$ cat src/rtl/tower_pkg.sv
// Shared constants, types and helpers for the tower-stacking game blocks.
// Contents:
//   SCREEN_W / BLOCK_W / NUM_ROWS  - playfield geometry and tower height
//   LOW / MID / HIGH / MAX         - difficulty settings (frames per pixel step)
//   GO_LEFT / GO_RIGHT             - block direction encoding
//   state_t                        - block_mover game-state enum
//   max9 / min9                    - 9-bit helpers for the overlap test
package tower_pkg;

    localparam int SCREEN_W = 160;
    localparam int BLOCK_W  = 16;
    localparam int NUM_ROWS = 7;

    localparam logic [2:0] LOW  = 3'd4;
    localparam logic [2:0] MID  = 3'd3;
    localparam logic [2:0] HIGH = 3'd2;
    localparam logic [2:0] MAX  = 3'd1;

    localparam logic GO_LEFT  = 1'b0;
    localparam logic GO_RIGHT = 1'b1;

    localparam logic [6:0] RESET_Y = 7'd104;

    typedef enum logic [2:0] {
        IDLE,
        LOAD,
        MOVE,
        CHECK,
        NEXT,
        WAIT,
        GAME_OVER,
        GAME_WON
    } state_t;

    function automatic logic [8:0] max9(input logic [8:0] a, input logic [8:0] b);
        return (a > b) ? a : b;
    endfunction

    function automatic logic [8:0] min9(input logic [8:0] a, input logic [8:0] b);
        return (a < b) ? a : b;
    endfunction

endpackage

$ cat src/rtl/block_mover_if.sv
// Signal bundle between block_mover, its row_counter / control sources and the draw stage.
// Modports:
//   master - drives start, frame_tick, drop, difficulty, new_*; observes block outputs
//   slave  - block_mover side: consumes the controls, drives inc_row, x/y/width,
//            busy, game_over, game_won, perfect_count
interface block_mover_if;

    logic       start;
    logic       frame_tick;
    logic       drop;
    logic [2:0] difficulty;
    logic       new_direction;
    logic [7:0] new_x_position;
    logic [6:0] new_y_position;

    logic       inc_row;
    logic [7:0] x_position;
    logic [6:0] y_position;
    logic [7:0] block_width;
    logic       busy;
    logic       game_over;
    logic       game_won;
    logic [2:0] perfect_count;

    modport master (
        output start, frame_tick, drop, difficulty,
               new_direction, new_x_position, new_y_position,
        input  inc_row, x_position, y_position, block_width,
               busy, game_over, game_won, perfect_count
    );

    modport slave (
        input  start, frame_tick, drop, difficulty,
               new_direction, new_x_position, new_y_position,
        output inc_row, x_position, y_position, block_width,
               busy, game_over, game_won, perfect_count
    );

endinterface

$ cat src/rtl/frame_divider.sv
// Divides frame_tick down to one-cycle step pulses, one per `difficulty` ticks.
// Ports:
//   clk, reset  - clock, synchronous active-high reset
//   clear       - holds the frame count at zero
//   frame_tick  - one-cycle pulse per video frame
//   difficulty  - frames per step; 0 behaves as 1
//   step        - one-cycle pulse on the tick that completes a period
module frame_divider
    import tower_pkg::*;
(
    input  logic       clk,
    input  logic       reset,
    input  logic       clear,
    input  logic       frame_tick,
    input  logic [2:0] difficulty,
    output logic       step
);

    logic [2:0] count;
    logic [2:0] period;
    logic [3:0] count_inc;

    // NOTE: every signal written here gets a value before any condition, so no latch is inferred.
    always_comb begin
        period    = (difficulty == 3'd0) ? MAX : difficulty;
        count_inc = {1'b0, count} + 4'd1;
        step      = frame_tick && (count_inc >= {1'b0, period});
    end

    // NOTE: sequential state uses non-blocking assignments so every flop samples pre-edge values.
    always_ff @(posedge clk) begin
        if (reset || clear) begin
            count <= '0;
        end else if (step) begin
            count <= '0;
        end else if (frame_tick) begin
            count <= count_inc[2:0];
        end
    end

endmodule

$ cat src/rtl/block_mover.sv
// Moves the current row's block left/right, bouncing at the screen edges, and on a
// player drop trims it to the overlap with the row below, then pulses inc_row.
// Ports:
//   clk, reset  - clock, synchronous active-high reset (shared with row_counter)
//   bus         - block_mover_if.slave: start/frame_tick/drop/difficulty/new_* in;
//                 inc_row, x_position, y_position, block_width, busy,
//                 game_over, game_won, perfect_count out
// Build option: define BLOCK_MOVER_PERFECT_EN to count perfect drops
// (exact x and width match on rows above 0, saturating at 7); otherwise
// perfect_count is tied to 0.
module block_mover
    import tower_pkg::*;
(
    input  logic         clk,
    input  logic         reset,
    block_mover_if.slave bus
);

    state_t     state, state_next;
    logic [7:0] x_pos;
    logic [6:0] y_pos;
    logic [7:0] blk_w;
    logic       dir;
    logic [2:0] row;
    logic [7:0] prev_x;
    logic [7:0] prev_w;
    logic       over_flag;
    logic       won_flag;
    logic       step;

    logic [8:0] right_limit;
    logic [8:0] overlap_l;
    logic [8:0] overlap_r;
    logic       overlap_ok;
    logic       last_row;
    logic [7:0] trim_x;
    logic [7:0] trim_w;

    frame_divider u_frame_divider (
        .clk        (clk),
        .reset      (reset),
        .clear      (state != MOVE),
        // A drop in the same cycle as a tick suppresses the step.
        .frame_tick (bus.frame_tick && !bus.drop && (state == MOVE)),
        .difficulty (bus.difficulty),
        .step       (step)
    );

    always_comb begin
        right_limit = 9'(SCREEN_W) - {1'b0, blk_w};
        overlap_l   = max9({1'b0, x_pos}, {1'b0, prev_x});
        overlap_r   = min9({1'b0, x_pos} + {1'b0, blk_w}, {1'b0, prev_x} + {1'b0, prev_w});
        overlap_ok  = (row == 3'd0) || (overlap_r > overlap_l);
        last_row    = (row == 3'(NUM_ROWS - 1));
        // Row 0 has nothing below it, so it keeps its position and width.
        if (row == 3'd0) begin
            trim_x = x_pos;
            trim_w = blk_w;
        end else begin
            trim_x = overlap_l[7:0];
            trim_w = 8'(overlap_r - overlap_l);
        end
    end

    always_ff @(posedge clk) begin
        if (reset) begin
            state <= IDLE;
        end else begin
            state <= state_next;
        end
    end

    always_comb begin
        state_next = state;
        unique case (state)
            IDLE:      if (bus.start) state_next = LOAD;
            LOAD:      state_next = MOVE;
            MOVE:      if (bus.drop) state_next = CHECK;
            CHECK: begin
                if (!overlap_ok)   state_next = GAME_OVER;
                else if (last_row) state_next = GAME_WON;
                else               state_next = NEXT;
            end
            NEXT:      state_next = WAIT;
            WAIT:      state_next = LOAD;
            GAME_OVER: state_next = GAME_OVER;
            GAME_WON:  state_next = GAME_WON;
        endcase
    end

    always_ff @(posedge clk) begin
        if (reset) begin
            x_pos     <= '0;
            y_pos     <= RESET_Y;
            blk_w     <= 8'(BLOCK_W);
            dir       <= GO_LEFT;
            row       <= '0;
            prev_x    <= '0;
            prev_w    <= 8'(BLOCK_W);
            over_flag <= 1'b0;
            won_flag  <= 1'b0;
        end else begin
            unique case (state)
                LOAD: begin
                    y_pos <= bus.new_y_position;
                    dir   <= bus.new_direction;
                    x_pos <= ({1'b0, bus.new_x_position} > right_limit) ? right_limit[7:0]
                                                                         : bus.new_x_position;
                end
                MOVE: begin
                    if (step) begin
                        // Bounce: reverse and take the step in the new direction on the same tick.
                        if (dir == GO_RIGHT) begin
                            if ({1'b0, x_pos} >= right_limit) begin
                                dir   <= GO_LEFT;
                                x_pos <= x_pos - 8'd1;
                            end else begin
                                x_pos <= x_pos + 8'd1;
                            end
                        end else if (x_pos == 8'd0) begin
                            dir   <= GO_RIGHT;
                            x_pos <= x_pos + 8'd1;
                        end else begin
                            x_pos <= x_pos - 8'd1;
                        end
                    end
                end
                CHECK: begin
                    if (overlap_ok) begin
                        x_pos  <= trim_x;
                        blk_w  <= trim_w;
                        prev_x <= trim_x;
                        prev_w <= trim_w;
                        if (last_row) won_flag <= 1'b1;
                    end else begin
                        over_flag <= 1'b1;
                    end
                end
                NEXT:    row <= row + 3'd1;
                default: ;
            endcase
        end
    end

    assign bus.x_position  = x_pos;
    assign bus.y_position  = y_pos;
    assign bus.block_width = blk_w;
    assign bus.game_over   = over_flag;
    assign bus.game_won    = won_flag;
    assign bus.inc_row     = (state == NEXT);
    assign bus.busy        = !((state == IDLE) || (state == GAME_OVER) || (state == GAME_WON));

`ifdef BLOCK_MOVER_PERFECT_EN
    logic [2:0] perfect_cnt;

    always_ff @(posedge clk) begin
        if (reset) begin
            perfect_cnt <= '0;
        end else if ((state == CHECK) && (row != 3'd0) && (x_pos == prev_x) &&
                     (blk_w == prev_w) && (perfect_cnt != 3'd7)) begin
            perfect_cnt <= perfect_cnt + 3'd1;
        end
    end

    assign bus.perfect_count = perfect_cnt;
`else
    assign bus.perfect_count = 3'd0;
`endif

endmodule

$ cat src/flat_wrapper.sv
// flat-port wrapper written by rule: the top's interface ports become plain ports
module block_mover_flat import tower_pkg::*;
  (clk, reset, bus_start, bus_frame_tick, bus_drop, bus_difficulty, bus_new_direction, bus_new_x_position, bus_new_y_position, bus_inc_row, bus_x_position, bus_y_position, bus_block_width, bus_busy, bus_game_over, bus_game_won, bus_perfect_count);
  block_mover_if bus_i ();
  input  logic clk;
  input  logic reset;
  input wire logic [$bits(bus_i.start)-1:0] bus_start;
  input wire logic [$bits(bus_i.frame_tick)-1:0] bus_frame_tick;
  input wire logic [$bits(bus_i.drop)-1:0] bus_drop;
  input wire logic [$bits(bus_i.difficulty)-1:0] bus_difficulty;
  input wire logic [$bits(bus_i.new_direction)-1:0] bus_new_direction;
  input wire logic [$bits(bus_i.new_x_position)-1:0] bus_new_x_position;
  input wire logic [$bits(bus_i.new_y_position)-1:0] bus_new_y_position;
  output wire logic [$bits(bus_i.inc_row)-1:0] bus_inc_row;
  output wire logic [$bits(bus_i.x_position)-1:0] bus_x_position;
  output wire logic [$bits(bus_i.y_position)-1:0] bus_y_position;
  output wire logic [$bits(bus_i.block_width)-1:0] bus_block_width;
  output wire logic [$bits(bus_i.busy)-1:0] bus_busy;
  output wire logic [$bits(bus_i.game_over)-1:0] bus_game_over;
  output wire logic [$bits(bus_i.game_won)-1:0] bus_game_won;
  output wire logic [$bits(bus_i.perfect_count)-1:0] bus_perfect_count;
  assign bus_i.start = bus_start;
  assign bus_i.frame_tick = bus_frame_tick;
  assign bus_i.drop = bus_drop;
  assign bus_i.difficulty = bus_difficulty;
  assign bus_i.new_direction = bus_new_direction;
  assign bus_i.new_x_position = bus_new_x_position;
  assign bus_i.new_y_position = bus_new_y_position;
  assign bus_inc_row = bus_i.inc_row;
  assign bus_x_position = bus_i.x_position;
  assign bus_y_position = bus_i.y_position;
  assign bus_block_width = bus_i.block_width;
  assign bus_busy = bus_i.busy;
  assign bus_game_over = bus_i.game_over;
  assign bus_game_won = bus_i.game_won;
  assign bus_perfect_count = bus_i.perfect_count;
  block_mover u_core (.clk(clk), .reset(reset), .bus(bus_i));
endmodule
$ cat config.mk
export PLATFORM = sky130hd
export DESIGN_NAME = block_mover_flat
export DESIGN_NICKNAME = d
export VERILOG_FILES = /design/src/rtl/tower_pkg.sv /design/src/rtl/block_mover_if.sv /design/src/rtl/frame_divider.sv /design/src/rtl/block_mover.sv /design/src/flat_wrapper.sv
export SDC_FILE = /design/constraint.sdc
export NUM_CORES = 1
export LEC_CHECK = 0
export BUFFER_PORTS_ARGS = -buffer_cell sky130_fd_sc_hd__buf_4
export CAP_MARGIN = 20
export CORE_UTILIZATION = 54
export DETAILED_ROUTE_END_ITERATION = 6
export PLACE_DENSITY = 0.78
export SYNTH_ARGS = -nofsm -noshare
export SYNTH_HDL_FRONTEND = slang
export SYNTH_HIERARCHICAL = 1
export SYNTH_SLANG_ARGS = --single-unit
export TNS_END_PERCENT = 30
$ cat constraint.sdc
create_clock -name clk -period 5.3 [get_ports clk]
set_clock_uncertainty 0.1 [all_clocks]
set_input_delay 1.06 -clock clk [delete_from_list [all_inputs] [get_ports clk]]
set_output_delay 1.06 -clock clk [all_outputs]
set_load 0.02 [all_outputs]
==> impl_metrics.yaml <==
clock_network:
  clk_path_buf_depth: 2
  clk_pin_slew_ns: 0.10
  clock-sinks: 43
  root_buffer: "clkbuf_8"
  cts_tree: "done"
  numCtsBuffers: 5
  htree_levels: 2
  insertion_delay_ns: 0.31
die:
  core_area_sq_um: 8258
  io_pins: 54
  die_w_um: 94.81
  die_y_um: 94.81
  start_util_pct: 56.32
  die-area_sq_um: 8988
  rows: 33
synth:
  synth.area.top_cells: "dfxtp_1 (19%), ha_1 (18%), mux2i_1 (6.2%)"
  yosys_register_bits: 43
  synth_async_sr_flop_share_pct: 0
  seq_area_frac_synth_pct: 18.51
  synth_edf_count: 0
  synth_top_area_share_pct: 18.51
  yosysUniqueCellTypes: 69
  synth.most_common_cell: "ha_1"
  syn-instance-count: 588
  syn-cell-area_sq_um: 4651
  synth_top_area_cell: "dfxtp_1"
  syn_avg_cell_area_sq_um: 7.909
  synthTopCellsByCount: "ha_1 (67), nand2_1 (50), a21oi_1 (48)"
  ys.flop_type: "dfxtp_1"
  yosys_warnings: 6
routing:
  routedWlPerCell_um: 18.56
  viasPerCell: 6.464
  dr.pass1.iters: 5
  route.detailed.drc: 0
  wirelength_um: 14070
  drt-initial-drc-count: 376
  ant_nets: 0
  vias: 4900
power_and_ir_drop:
  leakagePower_nw: 2.375
  ir_worst_vdd_mv: 0.2006
  power.density_nw_per_um2: 235.4
layout:
  area_delta_synth_final_pct: 17.51
  layout-drive-gt1-share_pct: 18.22
  fin_nets: 747
  finalNonFillerCells: 758
  fin_area_sq_um: 5465
  num_antenna_cells: 0
  multi_input_area_sq_um: 3640
  utilization_pct: 66.18
  fillers: 718
  regArea_sq_um: 863.3
timing:
  max_freq_ghz: 0.1945
  slew_violations: 0
  hold-worst-slack_ns: 0.3765
  tightest_slew_ns: 0.8317
  period_share_pct: 97.02
  min_period_ns: 5.142
  setup_viol: 0
  max_slew_margin_pct: 44.48
  final.setup.tns_ns: 0
  finalHoldViolations: 0
grt:
  grt_max_degree: 29
  grt_pass1_wl_um: 22020
  grt_pass1_vias: 4578
  grtUsageTotal_pct: 31.35
  antenna_found_initial: 0
  grt-ovfl-total: 0
placed_design:
  routabilityCongestion: 1.031
  dpl.hpwl_um: 10710
  place_inst: 745
  port_buffers: 50
  place_area_sq_um: 5231
critical_path:
  criticalPathCategory: "reg2reg"
  startpoint_type: "flip-flop"
  r2r_start: "u_core/bus.x_position[1]"
  worst-endpoint-required_ns: 5.37
  slowest_stage: "dfxtp_2"
  cp_cell_sequence: "ha_1 > a21o_1 > a21oi_1 > nor2_1 > o21a_1 > nor2_1 > xor2_1 > inv_1 > ha_1 > a21o_1 > a21oi_1 > o21ai_0 > nor2_2 > buf_4 > mux2i_4 > ha_1 > nor2b_1 > o31ai_2 > a21oi_1 > o22ai_2 > o2111a_2 > o21a_2 > o32ai_1"
  ff2ff_path_depth: 23
  critPathLaunch: "u_core/bus.x_position[1]"
  cp.arrival_ns: 5.22
  endpoint_kind: "flip-flop"
  cpPeakStageDelay_ns: 0.35
  path_max_fanout: 9
min_path:
  min_path_type: "reg2reg"
  holdPathStages: 2
  hold_start: "u_core/bus.game_won"
status:
  status: "complete, no violations"
job:
  max-cap-violations: 0
[sequential cells by signal, indices dropped and copies added, names as in the netlist, 3 cells and up]
name / cells
u_core/prev_x: 8
u_core/state: 3
u_core/bus.x_position: 8
u_core/bus.y_position: 7
u_core/u_frame_divider/count: 3
u_core/row: 3
u_core/prev_w: 8
[power by group]
group          total (mW)  switching [mW]  internal [mW]  leakage [nW]
clock network       0.256           0.118          0.138        0.0513
logic               0.676           0.386          0.291          1.97
registers           0.354          0.0182          0.336         0.350
[worst max-delay path, delay by kind of cell, from the launching register on]
family	cells	cell delay (ns)
adders and majority gates	3	0.86
muxes	1	0.27
xor gates and xnor gates	1	0.23
and+or+nand+nor	4	0.57
AOI/OAI and AO/OA	12	2.31
buffers and inverters	2	0.28
DFF	1	0.35
[cell families after synthesis]
family                     count (synthesis)  share of synthesized area [%]
and+or+nand+nor                          186                          19.75
xor gates and xnor gates                  24                          4.520
muxes                                     32                          6.968
other                                      1                        0.08063
adders and majority gates                 70                          19.32
buffers and inverters                     56                          5.111
DFF                                       43                          18.51
AOI/OAI and AO/OA                        176                          25.75
[worst paths after layout]
kind / slack [ns] / to
setup / recovery: 0.16 / u_core/bus.x_position[5]
setup reg to reg: 0.16 / u_core/bus.x_position[5]
hold / removal: 0.38 / u_core/bus.game_won
hold reg to reg: 0.38 / u_core/bus.game_won
[metrics by stage]
step / worst slack (ns) / power (mW)
2_1_floorplan: 0.1061 / 0.8029
3_3_place_gp: 0.1375 / 0.9546
3_5_place_dp: -0.1378 / 0.9691
4_1_cts: 0.01784 / 1.233
5_1_grt: -0.08789 / 1.348
6_report: 0.1580 / 1.286
[routing by layer]
metal  routed length [um]  track usage [%]  vias to the layer above  share of wire [%]
met1                 5987            39.84                     2312                 43
met2                 6661            53.60                      247                 47
met4                  399            11.87                        0                2.8
met5                    0                0                        -                  0
met3                 1022            4.106                       38                7.3
li1                     -                -                     2303                  -
[final cells by class]
cell class,instances,area share (%)
timing repair buffer,81,11.20
tap,105,2.404
clock buffer,6,1.328
multi-input combinational,491,66.60
sequential,43,15.80
inverter,31,2.129
clock inverter,1,0.5495
[cell usage in the layout (no fill, tap or decap), drive strengths merged, types with 4 or more instances in the layout]
cell type  count
a211oi         6
a21o           7
a21oi         48
a311oi         4
a31oi          8
buf           81
clkbuf         6
dfxtp         43
ha            67
inv           31
mux2i         29
nand2         50
nand2b        10
nand3         22
nand4          8
nor2          46
nor2b         10
nor3           8
nor3b          5
nor4           6
o21a          13
o21ai         43
o22ai          4
o32ai          6
or3            8
xnor2         13
xor2          11
[what timing repair did]
item / 4_1_cts / 5_1_grt
gates cloned: 0 / 0
gates resized for setup: 4 / 19
hold buffers: 0 / 0
pin swaps: 1 / 3
buffers inserted: 3 / 3
setup endpoints to repair: 21 / 28
hold endpoints to repair: 0 / 0
(Power assumes the default switching activity.)
